==> src/rtl/riscv_mul_arb_pkg.sv <==
// Shared defaults, multiply opcode encodings and decode helpers for the
// multiplier arbiter.
package riscv_mul_arb_pkg;

  localparam int MUL_ARB_NREQ  = 2;
  localparam int MUL_ARB_DEPTH = 4;

  // R-type M-extension multiplies: funct7=0000001, opcode=0110011
  localparam logic [31:0] INST_MUL_MASK = 32'hFE00707F;
  localparam logic [31:0] INST_MUL      = 32'h02000033;
  localparam logic [31:0] INST_MULH     = 32'h02001033;
  localparam logic [31:0] INST_MULHSU   = 32'h02002033;
  localparam logic [31:0] INST_MULHU    = 32'h02003033;

  typedef enum logic [2:0] {
    MK_MUL,
    MK_MULH,
    MK_MULHSU,
    MK_MULHU,
    MK_NONE
  } mul_kind_e;

  function automatic mul_kind_e mul_kind(input logic [31:0] inst);
    logic [31:0] m;
    m = inst & INST_MUL_MASK;
    if (m == INST_MUL)         return MK_MUL;
    else if (m == INST_MULH)   return MK_MULH;
    else if (m == INST_MULHSU) return MK_MULHSU;
    else if (m == INST_MULHU)  return MK_MULHU;
    else                       return MK_NONE;
  endfunction

  function automatic logic is_mul_op(input logic [31:0] inst);
    return mul_kind(inst) != MK_NONE;
  endfunction

endpackage

==> src/rtl/riscv_mul_arb_if.sv <==
// Bundle of requester, multiplier and response signals of the arbiter.
// slave: the arbiter's view; master: the surrounding system's view.
interface riscv_mul_arb_if
  import riscv_mul_arb_pkg::*;
#(
  parameter int NREQ = MUL_ARB_NREQ,
  parameter int IDW  = (NREQ > 1) ? $clog2(NREQ) : 1
);

  logic [NREQ-1:0]    req_valid;
  logic [32*NREQ-1:0] req_opcode;
  logic [32*NREQ-1:0] req_ra;
  logic [32*NREQ-1:0] req_rb;
  logic [NREQ-1:0]    req_ready;

  logic               mul_valid;
  logic [31:0]        mul_opcode;
  logic [31:0]        mul_ra;
  logic [31:0]        mul_rb;
  logic [31:0]        mul_result;

  logic               rsp_valid;
  logic [IDW-1:0]     rsp_id;
  logic [31:0]        rsp_result;
  logic               rsp_ready;

  modport slave (
    input  req_valid, req_opcode, req_ra, req_rb, mul_result, rsp_ready,
    output req_ready, mul_valid, mul_opcode, mul_ra, mul_rb,
           rsp_valid, rsp_id, rsp_result
  );

  modport master (
    output req_valid, req_opcode, req_ra, req_rb, mul_result, rsp_ready,
    input  req_ready, mul_valid, mul_opcode, mul_ra, mul_rb,
           rsp_valid, rsp_id, rsp_result
  );

endinterface

==> src/rtl/riscv_mul_arb_fifo.sv <==
// Circular response FIFO of {id, result}; head is presented combinationally
// and reads as zero while empty.
module riscv_mul_arb_fifo
  import riscv_mul_arb_pkg::*;
#(
  parameter int DEPTH = MUL_ARB_DEPTH,
  parameter int W     = 33,
  parameter int PW    = (DEPTH > 1) ? $clog2(DEPTH) : 1,
  parameter int CW    = $clog2(DEPTH + 1)
) (
  input  logic          clk,
  input  logic          arst,
  input  logic          push,
  input  logic [W-1:0]  push_data,
  input  logic          pop,
  output logic          valid,
  output logic [W-1:0]  head_data,
  output logic [CW-1:0] count
);

  logic [W-1:0]  mem_q [DEPTH];
  logic [W-1:0]  mem_d [DEPTH];
  logic [PW-1:0] wr_ptr_q, wr_ptr_d;
  logic [PW-1:0] rd_ptr_q, rd_ptr_d;
  logic [CW-1:0] count_q, count_d;
  logic          push_ok, pop_ok;

  function automatic logic [PW-1:0] ptr_inc(input logic [PW-1:0] p);
    return (p == PW'(DEPTH - 1)) ? '0 : p + PW'(1);
  endfunction

  // Pointer/count/storage update; pop on empty is ignored
  always_comb begin
    pop_ok   = pop && (count_q != '0);
    push_ok  = push && ((count_q != CW'(DEPTH)) || pop_ok);
    wr_ptr_d = push_ok ? ptr_inc(wr_ptr_q) : wr_ptr_q;
    rd_ptr_d = pop_ok ? ptr_inc(rd_ptr_q) : rd_ptr_q;
    count_d  = count_q + CW'(push_ok) - CW'(pop_ok);
    mem_d    = mem_q;
    if (push_ok) mem_d[wr_ptr_q] = push_data;
  end

  // State registers
  always_ff @(posedge clk or posedge arst) begin
    if (arst) begin
      mem_q    <= '{default: '0};
      wr_ptr_q <= '0;
      rd_ptr_q <= '0;
      count_q  <= '0;
    end else begin
      mem_q    <= mem_d;
      wr_ptr_q <= wr_ptr_d;
      rd_ptr_q <= rd_ptr_d;
      count_q  <= count_d;
    end
  end

  assign valid     = (count_q != '0);
  assign head_data = valid ? mem_q[rd_ptr_q] : '0;
  assign count     = count_q;

  a_no_overflow: assert property (@(posedge clk) disable iff (arst)
    push |-> ((count_q != CW'(DEPTH)) || pop));

endmodule

==> src/rtl/riscv_mul_arb.sv <==
// Round-robin arbiter sharing one 2-stage multiplier among NREQ requesters.
// The multiplier sits on the mul_* ports (its hold input tied low): an op
// issued at edge E0 has its product on mul_result after E1. Requester ids
// ride a two-entry tracker alongside the pipe and land in a credit-guarded
// response FIFO, so the multiplier never has to stall.
module riscv_mul_arb
  import riscv_mul_arb_pkg::*;
#(
  parameter int NREQ  = MUL_ARB_NREQ,
  parameter int IDW   = (NREQ > 1) ? $clog2(NREQ) : 1,
  parameter int DEPTH = MUL_ARB_DEPTH
) (
  input  logic           clk,
  input  logic           arst,
  riscv_mul_arb_if.slave bus
);

  localparam int          CW = $clog2(DEPTH + 1);
  localparam int          OW = CW + 1;
  localparam int unsigned NR = NREQ;

  logic [IDW-1:0]  rr_q, rr_d;
  logic            s1_v_q, s1_v_d;
  logic [IDW-1:0]  s1_id_q, s1_id_d;
  logic            s2_v_q, s2_v_d;
  logic [IDW-1:0]  s2_id_q, s2_id_d;

  logic [NREQ-1:0] grant;
  logic [NREQ-1:0] ready;
  logic [IDW-1:0]  gid;
  logic            accept;
  logic            pop;
  logic            credit_ok;
  logic [OW-1:0]   occ;
  logic [31:0]     sel_opcode, sel_ra, sel_rb;

  logic            fifo_valid;
  logic [CW-1:0]   fifo_count;
  logic [IDW+31:0] fifo_head;

  // Round-robin pick: first valid requester after the last one granted
  always_comb begin
    int unsigned idx;
    logic        found;
    grant = '0;
    gid   = '0;
    found = 1'b0;
    idx   = 0;
    for (int unsigned k = 1; k <= NR; k++) begin
      idx = 32'(rr_q) + k;
      if (idx >= NR) idx = idx - NR;
      if (!found && bus.req_valid[IDW'(idx)]) begin
        found               = 1'b1;
        grant[IDW'(idx)]    = 1'b1;
        gid                 = IDW'(idx);
      end
    end
  end

  // Credit check and issue mux: everything in flight plus the FIFO must fit
  always_comb begin
    pop        = fifo_valid & bus.rsp_ready;
    occ        = OW'(fifo_count) + OW'(s1_v_q) + OW'(s2_v_q) - OW'(pop);
    credit_ok  = (occ < OW'(DEPTH));
    ready      = (credit_ok && !arst) ? grant : '0;
    accept     = |ready;
    sel_opcode = '0;
    sel_ra     = '0;
    sel_rb     = '0;
    for (int unsigned i = 0; i < NR; i++) begin
      if (ready[i]) begin
        sel_opcode = sel_opcode | bus.req_opcode[32*i +: 32];
        sel_ra     = sel_ra     | bus.req_ra[32*i +: 32];
        sel_rb     = sel_rb     | bus.req_rb[32*i +: 32];
      end
    end
  end

  // Pointer and id-tracker next state, mirroring the multiplier's two stages
  always_comb begin
    rr_d    = accept ? gid : rr_q;
    s1_v_d  = accept;
    s1_id_d = accept ? gid : '0;
    s2_v_d  = s1_v_q;
    s2_id_d = s1_id_q;
  end

  // State registers. rr holds the last granted id; resetting it to NREQ-1
  // makes requester 0 the first in line.
  always_ff @(posedge clk or posedge arst) begin
    if (arst) begin
      rr_q    <= IDW'(NREQ - 1);
      s1_v_q  <= 1'b0;
      s1_id_q <= '0;
      s2_v_q  <= 1'b0;
      s2_id_q <= '0;
    end else begin
      rr_q    <= rr_d;
      s1_v_q  <= s1_v_d;
      s1_id_q <= s1_id_d;
      s2_v_q  <= s2_v_d;
      s2_id_q <= s2_id_d;
    end
  end

  riscv_mul_arb_fifo #(
    .DEPTH (DEPTH),
    .W     (IDW + 32)
  ) u_fifo (
    .clk       (clk),
    .arst      (arst),
    .push      (s2_v_q),
    .push_data ({s2_id_q, bus.mul_result}),
    .pop       (pop),
    .valid     (fifo_valid),
    .head_data (fifo_head),
    .count     (fifo_count)
  );

  assign bus.req_ready  = ready;
  assign bus.mul_valid  = accept;
  assign bus.mul_opcode = sel_opcode;
  assign bus.mul_ra     = sel_ra;
  assign bus.mul_rb     = sel_rb;
  assign bus.rsp_valid  = fifo_valid;
  assign bus.rsp_id     = fifo_head[32 +: IDW];
  assign bus.rsp_result = fifo_head[31:0];

  a_grant_onehot: assert property (@(posedge clk) disable iff (arst)
    $onehot0(ready));
  a_grant_is_mul: assert property (@(posedge clk) disable iff (arst)
    accept |-> is_mul_op(sel_opcode));

endmodule

==> src/flat_wrapper.sv <==
// flat-port wrapper written by rule: the top's interface ports become plain ports
module riscv_mul_arb_flat import riscv_mul_arb_pkg::*;
#(
  parameter int NREQ  = MUL_ARB_NREQ,
  parameter int IDW   = (NREQ > 1) ? $clog2(NREQ) : 1,
  parameter int DEPTH = MUL_ARB_DEPTH
)
  (clk, arst, bus_req_valid, bus_req_opcode, bus_req_ra, bus_req_rb, bus_mul_result, bus_rsp_ready, bus_req_ready, bus_mul_valid, bus_mul_opcode, bus_mul_ra, bus_mul_rb, bus_rsp_valid, bus_rsp_id, bus_rsp_result);
  riscv_mul_arb_if #(.NREQ(NREQ), .IDW(IDW)) bus_i ();
  input  logic clk;
  input  logic arst;
  input wire logic [$bits(bus_i.req_valid)-1:0] bus_req_valid;
  input wire logic [$bits(bus_i.req_opcode)-1:0] bus_req_opcode;
  input wire logic [$bits(bus_i.req_ra)-1:0] bus_req_ra;
  input wire logic [$bits(bus_i.req_rb)-1:0] bus_req_rb;
  input wire logic [$bits(bus_i.mul_result)-1:0] bus_mul_result;
  input wire logic [$bits(bus_i.rsp_ready)-1:0] bus_rsp_ready;
  output wire logic [$bits(bus_i.req_ready)-1:0] bus_req_ready;
  output wire logic [$bits(bus_i.mul_valid)-1:0] bus_mul_valid;
  output wire logic [$bits(bus_i.mul_opcode)-1:0] bus_mul_opcode;
  output wire logic [$bits(bus_i.mul_ra)-1:0] bus_mul_ra;
  output wire logic [$bits(bus_i.mul_rb)-1:0] bus_mul_rb;
  output wire logic [$bits(bus_i.rsp_valid)-1:0] bus_rsp_valid;
  output wire logic [$bits(bus_i.rsp_id)-1:0] bus_rsp_id;
  output wire logic [$bits(bus_i.rsp_result)-1:0] bus_rsp_result;
  assign bus_i.req_valid = bus_req_valid;
  assign bus_i.req_opcode = bus_req_opcode;
  assign bus_i.req_ra = bus_req_ra;
  assign bus_i.req_rb = bus_req_rb;
  assign bus_i.mul_result = bus_mul_result;
  assign bus_i.rsp_ready = bus_rsp_ready;
  assign bus_req_ready = bus_i.req_ready;
  assign bus_mul_valid = bus_i.mul_valid;
  assign bus_mul_opcode = bus_i.mul_opcode;
  assign bus_mul_ra = bus_i.mul_ra;
  assign bus_mul_rb = bus_i.mul_rb;
  assign bus_rsp_valid = bus_i.rsp_valid;
  assign bus_rsp_id = bus_i.rsp_id;
  assign bus_rsp_result = bus_i.rsp_result;
  riscv_mul_arb #(.NREQ(NREQ), .IDW(IDW), .DEPTH(DEPTH)) u_core (.clk(clk), .arst(arst), .bus(bus_i));
endmodule
==> config.mk <==
export PLATFORM = sky130hd
export DESIGN_NAME = riscv_mul_arb_flat
export DESIGN_NICKNAME = d
export VERILOG_FILES = /design/src/rtl/riscv_mul_arb_pkg.sv /design/src/rtl/riscv_mul_arb_if.sv /design/src/rtl/riscv_mul_arb_fifo.sv /design/src/rtl/riscv_mul_arb.sv /design/src/flat_wrapper.sv
export SDC_FILE = /design/constraint.sdc
export NUM_CORES = 1
export LEC_CHECK = 0
export BUFFER_PORTS_ARGS = -buffer_cell sky130_fd_sc_hd__buf_2
export CAP_MARGIN = 20
export CORE_AREA = 2 2 141 143
export DETAILED_ROUTE_END_ITERATION = 8
export DIE_AREA = 0 0 143 145
export PLACE_DENSITY = 0.75
export SETUP_SLACK_MARGIN = 0.5
export SYNTH_ARGS = -nofsm -noshare
export SYNTH_HDL_FRONTEND = slang
export SYNTH_SLANG_ARGS = --single-unit
==> constraint.sdc <==
create_clock -name clk -period 5.45 [get_ports clk]
set_clock_uncertainty 0.15 [all_clocks]
set_input_delay 0.2725 -clock clk [delete_from_list [all_inputs] [get_ports clk]]
set_output_delay 0.2725 -clock clk [all_outputs]
set_load 0.01 [all_outputs]
Word-level counts from Yosys, hierarchy flattened
Cells that the tools add are included.
{ "classes": {"n_eq_ne": 3, "addsub": 11, "n_mux": 32, "n_lt_le_gt_ge": 10, "n_reduce_logical": 12, "n_bitwise": 7} }
{ "op_table": {"columns": ["op", "n"], "rows": [
  ["two-way mux 32 bit", 6],
  ["bitwise mux 132 bit", 1],
  ["two-way mux 33 bit", 4],
  ["OR 32 bit", 3],
  ["binary-select mux 33 bit (select 2 bit)", 1],
  ["demux 33 bit (select 2 bit)", 1],
  ["two-way mux 1 bit", 12],
  ["two-way mux 2 bit", 5],
  ["logical AND 1 bit", 7],
  ["greater-or-equal comparator 3 bit, second input constant", 2],
  ["NOT 2 -> 3 bit", 2],
  ["adder 2 x 1 -> 2 bit, second input constant", 2],
  ["adder 3 x 1 -> 4 bit", 1],
  ["adder 4 x 1 -> 4 bit", 1],
  ["== test 2 bit, second input constant", 2],
  ["less-than comparator 1 x 2 -> 1 bit, second input constant", 2],
  ["less-than comparator 4 x 3 -> 1 bit, second input constant", 1],
  ["subtractor 4 x 1 -> 4 bit", 1],
  ["adder 1 x 2 -> 3 bit, second input constant", 1],
  ["adder 3 x 1 -> 3 bit", 1],
  ["greater-or-equal comparator 3 x 2 -> 1 bit, second input constant", 1],
  ["less-than comparator 3 x 1 -> 1 bit, second input constant", 1],
  ["!= test 3 bit, second input constant", 1],
  ["nonzero test 3 bit", 1],
  ["11 further kinds", 15]
]} }
{ "word_totals": {"output_inout_bits": 133, "reg_bits": 144, "wordCells": 87, "inputBits": 229} }

Logic depth before layout (Yosys ltp)
Gate-level depths: netlist of run 1.
{ "logic_depth": {"word_depth": 14, "mapped_depth": 12, "mapped_depth_nobuf": 10} }

Modules after synthesis
A second synthesis of run 1 with hierarchy kept.
{ "hier_totals": {"hier_cells": 765, "area_unflattened_um2": 8624.5} }
{ "modules_own_cells": {"columns": ["module", "n_inst", "cells_per_inst", "seq_area_each_um2", "area_per_inst_um2"], "rows": [
  ["riscv_mul_arb_fifo", 1, 395, 3478.3, 6386.1],
  ["riscv_mul_arb", 1, 370, 126.4, 2238.4]
]} }

Worst setup path after synthesis of run 1
No wires, ideal clock.
{ "synth_timing": {"path_kind": "input to output", "start": "input port arst", "end": "output port bus_mul_opcode[0]", "slack_ns": 0.621, "stages": 5, "path_buffers": 1, "required_ns": 5.028, "arrival_time_ns": 4.406, "path_cell_list": "inv_1 -> and3_2 -> mux2i_1 -> clkbuf_1 -> a21oi_1"} }
{ "synth_between": {"elab_chain_cells": 6} }
{ "synth_rtl": {"columns": ["element", "line", "rtl"], "rows": [
  ["from (decl)", "flat_wrapper.sv:11", "input logic arst;"],
  ["zero test 1 bit *", "riscv_mul_arb.sv:65", "ready = (credit_ok && !arst) ? grant : '0;"],
  ["logical AND 1 bit *", "riscv_mul_arb.sv:65", null],
  ["two-way mux 2 bit *", "riscv_mul_arb.sv:65", null],
  ["two-way mux 32 bit", "riscv_mul_arb.sv:71", "if (ready[i]) begin"],
  ["OR 32 bit", "riscv_mul_arb.sv:72", "sel_opcode = sel_opcode | bus.req_opcode[32*i +: 32];"],
  ["two-way mux 32 bit *", "riscv_mul_arb.sv:71", null],
  ["to (decl)", "flat_wrapper.sv:20", "output wire logic [$bits(bus_i.mul_opcode)-1:0] bus_mul_opcode;"]
]} }
Mark *: on every way between the ends. The rest lies on a longest branch, timed or not.

Worst setup path after layout of run 1
{ "layout_timing": {"start": "register u_core.u_fifo.count_q[1] (netlist: u_core.u_fifo.count[1])", "end": "output port bus_mul_rb[15]"} }
{ "layout_between": {"elab_chain_cells": 9, "word_cells_on_any_way": 11, "classes_between": "3 x add/sub; 1 x order compare; 3 x mux; 2 x bitwise; 2 x reduce/logical"} }
{ "layout_rtl": {"columns": ["element", "line", "rtl"], "rows": [
  ["from (decl)", "riscv_mul_arb_fifo.sv:25", "logic [CW-1:0] count_q, count_d;"],
  ["from (signal assigned)", "riscv_mul_arb_fifo.sv:54", "count_q <= count_d;"],
  ["adder 3 x 1 -> 4 bit / nonzero test 3 bit (equally long branches)", "riscv_mul_arb.sv:63, riscv_mul_arb_fifo.sv:58", null],
  ["adder 4 x 1 -> 4 bit / bitwise AND 1 bit (equally long branches)", "riscv_mul_arb.sv:63, riscv_mul_arb.sv:62", null],
  ["subtractor 4 x 1 -> 4 bit *", "riscv_mul_arb.sv:63", "occ = OW'(fifo_count) + OW'(s1_v_q) + OW'(s2_v_q) - OW'(pop);"],
  ["less-than comparator 4 x 3 -> 1 bit *", "riscv_mul_arb.sv:64", "credit_ok = (occ < OW'(DEPTH));"],
  ["logical AND 1 bit *", "riscv_mul_arb.sv:65", null],
  ["two-way mux 2 bit *", "riscv_mul_arb.sv:65", null],
  ["two-way mux 32 bit", "riscv_mul_arb.sv:71", null],
  ["OR 32 bit", "riscv_mul_arb.sv:74", "sel_rb = sel_rb | bus.req_rb[32*i +: 32];"],
  ["two-way mux 32 bit *", "riscv_mul_arb.sv:71", null],
  ["to (decl)", "flat_wrapper.sv:22", "output wire logic [$bits(bus_i.mul_rb)-1:0] bus_mul_rb;"]
]} }
Marks and branches as above.

==> flow_summary.ini, run 1 <==
[status]
status = finished, final reports clean

[logic_synthesis]
synth-xor-area-share = 0.00200
synth.area.top_cells = dfrtp_1, mux2_4, mux4_2, a21oi_1, nand3_1
synthMuxAreaShare = 0.309
yosysTopAreaCell = dfrtp_1
synth_ff_type = dfrtp_1
syn_nets = 997
yosysSeqAreaShare = 0.411
synth.most_common_cell = dfrtp_1
synth_top_family_by_area = multiplexers
syn-cell-area_um2 = 8770
synth_edf_count = 0
yosysWarnings = 0
synthArstFlopShare = 1.00
ys_ff_latch = 144
synth_common_cells = dfrtp_1, mux2_4, nand2_1
synthAdderAreaFrac = 0.0180
avgSynthCellArea_um2 = 11.6
synth-simple-area-share = 0.139
synthCells = 756
yosysUniqueCellTypes = 33
synth-compound-area-share = 0.0605
synth_top_area_frac = 0.408

[die]
initial_core_util = 0.457
dieArea_um2 = 20700
core_region_area_um2 = 19200
die_x_um = 143
placementRows = 51
dieHeight_um = 145
io_pins = 362

[timing]
holdWs_ns = 0.0142
hold_viol_final = 0
setup_viol = 0
fmax_mhz = 216
tns_ns = 0
drv_slew = 0
period_minus_slack_ns = 4.62
post-route-period-util = 0.848
rsz0062_at_grt = false
worst_pin_slew_ns = 0.952
maxSlewHeadroom = 0.365

[clock_tree]
clock-sinks = 144
clk_pin_slew_ns = 0.06
worstSkewPairLatency_ns = 0.42
cts_hold_buf = 30
h-tree-depth = 4
cts_tree = yes
cts_resized = 0
clockBufferDepth = 2
cts_buffers = 17
post_cts_buffers = 0
cts-root-buf = clkbuf_16

[detailed_routing]
via_count = 7676
wire_per_inst_um = 24.4
routed.top_layer = met5
drc = 0
dr_wl_met3_mm = 3.23
finalWirelength_mm = 34.1
dr.first_iter.drc_count = 609
wl_met1_mm = 14.2
met2WireLength_mm = 15.9
route.antenna.remaining_nets = 0
dr.pass1.iters = 8
via_per_inst = 5.49

[power]
comb_power_share = 0.481
switching_share = 0.356
internal_power_mw = 4.05
seqPwrFrac = 0.315
power_leakage_nw = 6.02
irDropWorstVdd_uv = 344
clockPowerShare = 0.204
power_density_nw_per_um2 = 546
power.switching_mw = 2.24

[min_path]
min_path_cells = 2
hold_end = u_core.u_fifo.mem_q[66]
min_from = bus_mul_result[0]
hold_class = in -> reg

[placed_design]
place_congestion = 0.973
place_area_um2 = 10500
io_buffers = 361
hpwl_mm = 24.6

[global_routing]
grt_pass1_vias = 7849
grt_pass1_wl_mm = 49.8
antenna_found_initial = 16
grt-ovfl-total = 0
grtUsageTotal = 0.328
grt_max_degree = 75

[cells_and_area]
utilization = 0.599
fillers = 1558
multi_input_area_um2 = 4660
fin_area_um2 = 11500
syn_to_final_growth_pct = 31.2
drive_above_1_share = 0.517
nNetsFinal = 1347
seqCellArea_um2 = 3610

[setup_path]
cp_cell_sequence = or3_2 -> nand2_1 -> inv_1 -> ha_1 -> inv_1 -> ha_1 -> a21o_1 -> a21oi_1 -> mux2i_4 -> buf_12 -> a21oi_1 -> buf_2
reg2reg_to = u_core.s1_v_q
reg2reg_from = u_core.u_fifo.count[1]
critPathKind = reg -> out
critical_path.top_delay_family = simple AND/OR/NAND/NOR gates
reg2reg_slack_ns = 1.73
critical_path.max_stage_delay_ns = 0.79
end_kind = output pin
crit_path_top_delay_cell = or3_2
path_buf_inv = 4
required_ns = 5.03
startpoint_type = flop
cp.arrival_ns = 4.20
crit_fanout = 73
reg2reg_depth = 11

[job]
cap_violations = 0
[area by class of cell]
| cell class | count | share of cell area |
|---|---|---|
| multi-input cells | 532 | 0.405 |
| flip-flops and latches | 144 | 0.313 |
| repair buffers | 398 | 0.189 |
| clock buffers | 21 | 0.0400 |
| well taps | 265 | 0.0288 |
| clock inverters | 11 | 0.0161 |
| inverters | 13 | 0.00467 |
| diodes | 13 | 0.00283 |
[power by group through the flow]
stage / clock network [mW] / logic, mW / registers [mW]
3_3_place_gp: 0 / 2.93 / 1.93
2_1_floorplan: 0 / 2.19 / 1.78
4_1_cts: 1.29 / 3.03 / 1.97
3_5_place_dp: 0 / 2.97 / 1.97
5_1_grt: 1.33 / 3.24 / 2.04
6_report: 1.28 / 3.03 / 1.98
[registers in the layout, indices dropped and copies added, names as in the netlist]
signal,cells
u_core.u_fifo.mem_q,132
u_core.u_fifo.count,3
u_core.u_fifo.rd_ptr_q,2
u_core.u_fifo.wr_ptr_q,2
u_core.rr_q,1
u_core.s1_id_q,1
u_core.s1_v_q,1
u_core.s2_id_q,1
u_core.s2_v_q,1
[layout by cell type (no fill, tap or decap), types with 2 or more instances in the layout]
cell type,Yosys,routed
a21o_1,2,2
a21oi_1,97,97
and2_1,34,33
buf_2,20,360
buf_4,0,7
bufinv_16,0,5
clkbuf_1,33,2
clkbuf_16,0,17
clkbuf_8,0,2
clkinv_2,0,4
clkinvlp_4,0,2
dfrtp_1,143,141
dfrtp_2,0,2
diode_2,0,13
dlygate4sd3_1,0,30
ha_1,11,11
inv_1,12,11
mux2_2,13,13
mux2_4,120,120
mux4_2,33,33
nand2_1,100,99
nand2_8,4,4
nand3_1,96,96
nor2_1,5,5
nor3_1,2,2
o21ai_0,2,2
xnor2_1,2,2
[cell families after synthesis]
kind of cell | after synthesis
AND/OR/NAND/NOR | 247
multiplexers | 168
flip-flops | 144
AO/OA/AOI/OAI | 103
buffers and inverters | 80
adder cells (fa/ha/maj) | 12
XOR/XNOR | 2
[per-stage QoR]
step                      instances  power [mW]  setup slack, ns
final                          1397        6.29            0.826
after detailed placement       1322        4.94             1.30
after CTS                      1384        6.29            0.836
after floorplan                 756        3.97            0.621
after global placement         1322        4.86             1.35
after global routing           1390        6.61            0.649
[worst max path at each step]
stage | start | end | slack, ns | depth (start not counted)
detailed placement | u_core.u_fifo.count[1] | bus_mul_rb[15] | 1.30 | 12
finish | u_core.u_fifo.count[1] | bus_mul_rb[15] | 0.83 | 12
floorplan | arst | bus_mul_opcode[0] | 0.62 | 5
global placement | u_core.u_fifo.count[2] | bus_mul_rb[15] | 1.35 | 12
CTS | u_core.u_fifo.count[2] | bus_mul_rb[8] | 0.84 | 12
global route | u_core.u_fifo.count[1] | bus_mul_rb[15] | 0.65 | 12
[worst reg2reg max path, cell delays in order, from the launching register on]
cell and delay, ns:
dfrtp_1 0.43, or3_2 0.79, nand2_1 0.27, inv_1 0.10
ha_1 0.28, inv_1 0.04, ha_1 0.27, a21o_1 0.17
a21oi_1 0.34, mux2i_4 0.33, buf_4 0.32, nor2_1 0.11
[layer usage]
metal  up-vias  global-route usage
met2       356               0.498
met3        53               0.119
met5         -                   0
met1      3861               0.432
li1       3398                   -
met4         8               0.117
Note: power is estimated with default switching activity, not from simulation.
==> inputs of run 2 (changes only) <==
Settings changed: CORE_AREA 2 2 141 143 to unset, CORE_UTILIZATION set to 44, DIE_AREA 0 0 143 145 to unset.
Clock period 5.45 ns to 4.1 ns, I/O delays scaled along.
==> run 2 against run 1 <==
Compared with the run above:
- wire length is 2.1% lower
- power is 53% higher
- combinational power is 71% higher
==> flow_summary.ini, run 2 (synthesis results as in run 1) <==
[global_routing]
antenna_found_initial = 10
grt_pass1_vias = 7420
grt-ovfl-total = 0
grt_max_degree = 81
grt_pass1_wl_mm = 45.2
grtUsageTotal = 0.309

[clock_tree]
cts_buffers = 17
clockBufferDepth = 2
worstSkewPairLatency_ns = 0.42
h-tree-depth = 4
cts_tree = yes
clock-sinks = 144
cts-root-buf = clkbuf_16
clk_pin_slew_ns = 0.06

[detailed_routing]
drc = 0
via_count = 7859
wire_per_inst_um = 23.3
via_per_inst = 5.50
dr.first_iter.drc_count = 642
finalWirelength_mm = 33.4
dr.pass1.iters = 7
route.antenna.remaining_nets = 0

[job]
cap_violations = 0

[setup_path]
crit_fanout = 8
end_kind = output pin
cp_cell_sequence = or3_4 -> nand2_2 -> inv_2 -> ha_4 -> inv_2 -> ha_4 -> a21o_1 -> a21oi_4 -> mux2i_4 -> buf_6 -> buf_12 -> clkbuf_16 -> a21oi_2 -> buf_2
required_ns = 3.74
critPathKind = reg -> out
critical_path.top_delay_family = buffers and inverters
path_buf_inv = 6
critical_path.max_stage_delay_ns = 0.40
startpoint_type = flop
crit_path_top_delay_cell = or3_4
cp.arrival_ns = 3.27

[timing]
hold_viol_final = 0
tns_ns = 0
drv_slew = 0
post-route-period-util = 0.883
fmax_mhz = 276
setup_viol = 0
period_minus_slack_ns = 3.62
maxSlewHeadroom = 0.343
worst_pin_slew_ns = 0.986
rsz0062_at_grt = true

[power]
totalPowerFinal_mw = 9.62
irDropWorstVdd_uv = 378
power_density_nw_per_um2 = 751
power_leakage_nw = 6.38

[cells_and_area]
utilization = 0.656
top_register = u_core.u_fifo.mem_q
fin_area_um2 = 12800
drive_above_1_share = 0.600
multi_input_area_um2 = 5170
stdcell_count = 1430
seqCellArea_um2 = 3610
nNetsFinal = 1387
syn_to_final_growth_pct = 46.0
fillers = 1472
final_common_cell = buf_2
layout_common_cells = buf_2, dfrtp_1, mux2_4
largest_reg_flops = 132

[die]
io_pins = 362
dieHeight_um = 143
placementRows = 51
initial_core_util = 0.449
die_x_um = 143
dieArea_um2 = 20500
core_region_area_um2 = 19500

[placed_design]
place_area_um2 = 10600
dp_cells = 1331
place_congestion = 0.888
hpwl_mm = 21.6
io_buffers = 361

[min_path]
hold_class = in -> reg

[status]
status = finished, final reports clean
==> run 2: cell count changes in the layout (fill, tap and decap cells not counted), sizes merged <==
cell | previous run | this run
clkinv | 4 | 5
clkbuf | 21 | 26
dlygate4sd3 | 30 | 34
bufinv | 5 | 6
buf | 368 | 397
diode | 13 | 6
==> run 2: power by group <==
group	internal, mW	switching [mW]
registers	2.10	0.555
logic	2.92	2.26
clock network	1.16	0.626
==> run 2: layout make-up <==
type,instances,area share
Multi-Input combinational cell,532,0.404
Sequential cell,144,0.282
Timing Repair Buffer,438,0.231
Clock buffer,19,0.0346
Tap cell,265,0.0259
Clock inverter,13,0.0182
Inverter,13,0.00410
Antenna cell,6,0.00117
==> run 2: metrics by stage <==
stage               setup slack (ns)  hold WS [ns]
finish                         0.478         0.147
global route                   0.381         0.155
CTS                            0.527        0.0365
detailed placement             0.420         0.186
global placement               0.467         0.182
floorplan                      0.222         0.174
==> run 2: final timing paths <==
check,startpoint,end,slack (ns),depth (start not counted)
worst min register to register,u_core.s1_id_q,u_core.s2_id_q,0.20,0
worst max register to register,u_core.u_fifo.count[1],u_core.s1_id_q,1.00,15
min in group asynchronous,arst,u_core.u_fifo.mem_q[42],0.50,4
worst min-delay path,bus_rsp_ready,u_core.u_fifo.rd_ptr_q[0],0.15,5
worst max-delay path,u_core.u_fifo.count[1],bus_mul_ra[9],0.48,14
max in group asynchronous,arst,u_core.u_fifo.mem_q[21],2.20,6
==> run 2: repair_timing <==
| item | in CTS | in global routing |
|---|---|---|
| gates cloned | 4 | 8 |
| hold buffers | 34 | 0 |
| hold endpoints to repair | 193 | 0 |
| setup buffers | 8 | 6 |
| gates resized for setup | 31 | 140 |
| pin swaps | 3 | 7 |
| endpoints found under the setup margin | 98 | 98 |
==> run 2: tightest hold or removal path, delay by kind of cell <==
family          cells  cell delay [ns]
simple gates        1             0.06
compound gates      1             0.10
buf+inv             3             0.31
==> run 2: routing by layer <==
metal | share of wire | global-route usage
met4 | 0.027 | 0.114
met1 | 0.39 | 0.379
met3 | 0.11 | 0.145
met2 | 0.48 | 0.472
met5 | 0.0011 | 0
==> inputs of run 3 (changes only) <==
Settings changed: CORE_ASPECT_RATIO set to 0.75, CORE_MARGIN set to 2.
==> run 3 against run 2 <==
Compared with the run above:
- design area down 6.9%
- fmax up 3.4%
- sequential share of layout area up 2.1 points
- wire length down 8.9%
- first-iteration DRC count up 4.0%
- global-route usage down 2.8 points
- final cell count down 1.3%
- power down 8.9%
- die area up 2.9%
- critical path type unchanged
==> flow_summary.ini, run 3 (synthesis results as in run 1) <==
[cells_and_area]
final_common_cell = buf_2
syn_to_final_growth_pct = 35.9
top_register = u_core.u_fifo.mem_q
largest_reg_flops = 132
fillers = 1550
nNetsFinal = 1376
seqCellArea_um2 = 3610
multi_input_area_um2 = 4730
layout_common_cells = buf_2, dfrtp_1, mux2_4
drive_above_1_share = 0.537

[global_routing]
grtUsageTotal = 0.281
grt_pass1_vias = 7570
antenna_found_initial = 18
grt_max_degree = 146
grt_pass1_wl_mm = 45.2
grt-ovfl-total = 0

[setup_path]
critical_path.max_stage_delay_ns = 0.39
reg2reg_from = u_core.u_fifo.count[2]
crit_start = u_core.u_fifo.count[0]
startpoint_type = flop
crit_fanout = 10
reg2reg_slack_ns = 1.01
required_ns = 3.74
end_kind = output pin
critPathKind = reg -> out
cp_cell_sequence = or3_4 -> nand2_2 -> inv_2 -> ha_4 -> inv_2 -> ha_4 -> a21o_1 -> a21oi_4 -> mux2i_4 -> buf_8 -> bufbuf_16 -> a21oi_1 -> buf_2
crit_path_top_delay_cell = or3_4
cp.arrival_ns = 3.15
reg2reg_depth = 11
reg2reg_to = u_core.u_fifo.count[2]

[timing]
worst_pin_slew_ns = 1.04
maxSlewHeadroom = 0.304
setup_viol = 0
fmax_mhz = 286
period_minus_slack_ns = 3.50
rsz0062_at_grt = false
drv_slew = 0
post-route-period-util = 0.854
hold_viol_final = 0
tns_ns = 0

[power]
power_density_nw_per_um2 = 735
irDropWorstVdd_uv = 434
power_leakage_nw = 6.22
totalPowerFinal_mw = 8.76

[min_path]
min_path_cells = 5
min_from = bus_rsp_ready
hold_class = in -> reg
hold_end = u_core.u_fifo.rd_ptr_q[0]

[clock_tree]
clockBufferDepth = 2
clk_pin_slew_ns = 0.07
cts_tree = yes
worstSkewPairLatency_ns = 0.42
cts_buffers = 17
clock-sinks = 144
cts-root-buf = clkbuf_16
h-tree-depth = 4

[detailed_routing]
dr.pass1.iters = 5
finalWirelength_mm = 30.4
route.antenna.remaining_nets = 0
dr.first_iter.drc_count = 668
wire_per_inst_um = 21.5
via_count = 7551
drc = 0
via_per_inst = 5.35

[die]
placementRows = 44
core_region_area_um2 = 19400
dieHeight_um = 126
die_x_um = 167
initial_core_util = 0.451
dieArea_um2 = 21100
io_pins = 362

[placed_design]
place_congestion = 0.842
io_buffers = 361
hpwl_mm = 20.5

[status]
status = finished, final reports clean

[job]
cap_violations = 0
==> run 3: cell count changes in the layout (fill, tap and decap cells not counted), sizes merged <==
cell	change
clkinvlp	+2
buf	-7
bufinv	-4
bufbuf	+1
clkbuf	-5
diode	+4
inv	+2
==> run 3: worst max-delay path, delay by kind of cell (launching register included) <==
kind / cells / cell delay, ns
and+or+nand+nor: 2 / 0.49
adders and majority gates: 2 / 0.48
DFF: 1 / 0.38
AOI/OAI and AO/OA: 3 / 0.42
buffers and inverters: 5 / 0.66
muxes: 1 / 0.29
==> run 3: routing by layer <==
layer / up-vias / track usage / wire, um
met1: 3777 / 0.381 / 13200
met2: 292 / 0.454 / 14900
met3: 38 / 0.0599 / 1640
met5: - / 0 / 0
li1: 3444 / - / -
met4: 0 / 0.0933 / 682
==> run 3: through the flow <==
stage | std cells | instance area (um2) | hold WS [ns] | setup slack [ns] | utilization
2_1_floorplan | 756 | 8800 | 0.174 | 0.222 | -
3_3_place_gp | 1314 | 10600 | 0.184 | 0.615 | 0.543
3_5_place_dp | 1314 | 10600 | 0.197 | 0.564 | 0.543
4_1_cts | 1393 | 11800 | 0.0641 | 0.533 | 0.605
5_1_grt | 1411 | 11900 | 0.188 | 0.507 | 0.614
6_report | 1411 | 11900 | 0.185 | 0.599 | 0.614
==> run 3: power by group <==
part           internal (mW)  total [mW]  switching (mW)  leakage, nW
Clock                  0.942        1.60           0.659        0.290
Sequential              2.10        2.59           0.487         1.80
Combinational           2.62        4.57            1.96         4.13
Total                   5.66        8.76            3.10         6.22
==> run 3: cell type report <==
type                       count  area share
inverter                      13     0.00441
timing repair buffer         427       0.217
antenna                       10     0.00210
clock inverter                13      0.0129
sequential                   144       0.302
clock buffer                  19      0.0380
multi-input combinational    532       0.396
tap                          253      0.0265
==> run 3: worst max path at each step <==
stage	to	depth (start not counted)
after global placement	bus_mul_ra[13]	12
final	bus_mul_ra[9]	13
after detailed placement	bus_mul_ra[28]	12
after floorplan	bus_mul_opcode[31]	5
after global routing	bus_mul_ra[16]	13
after CTS	bus_mul_rb[15]	13
==> run 3: repair_timing <==
action	4_1_cts	5_1_grt
pin swaps	2	6
setup endpoints to repair	99	75
gates resized for setup	14	10
hold endpoints to repair	272	0
buffers inserted	8	6
hold buffers	34	0
gates cloned	5	2
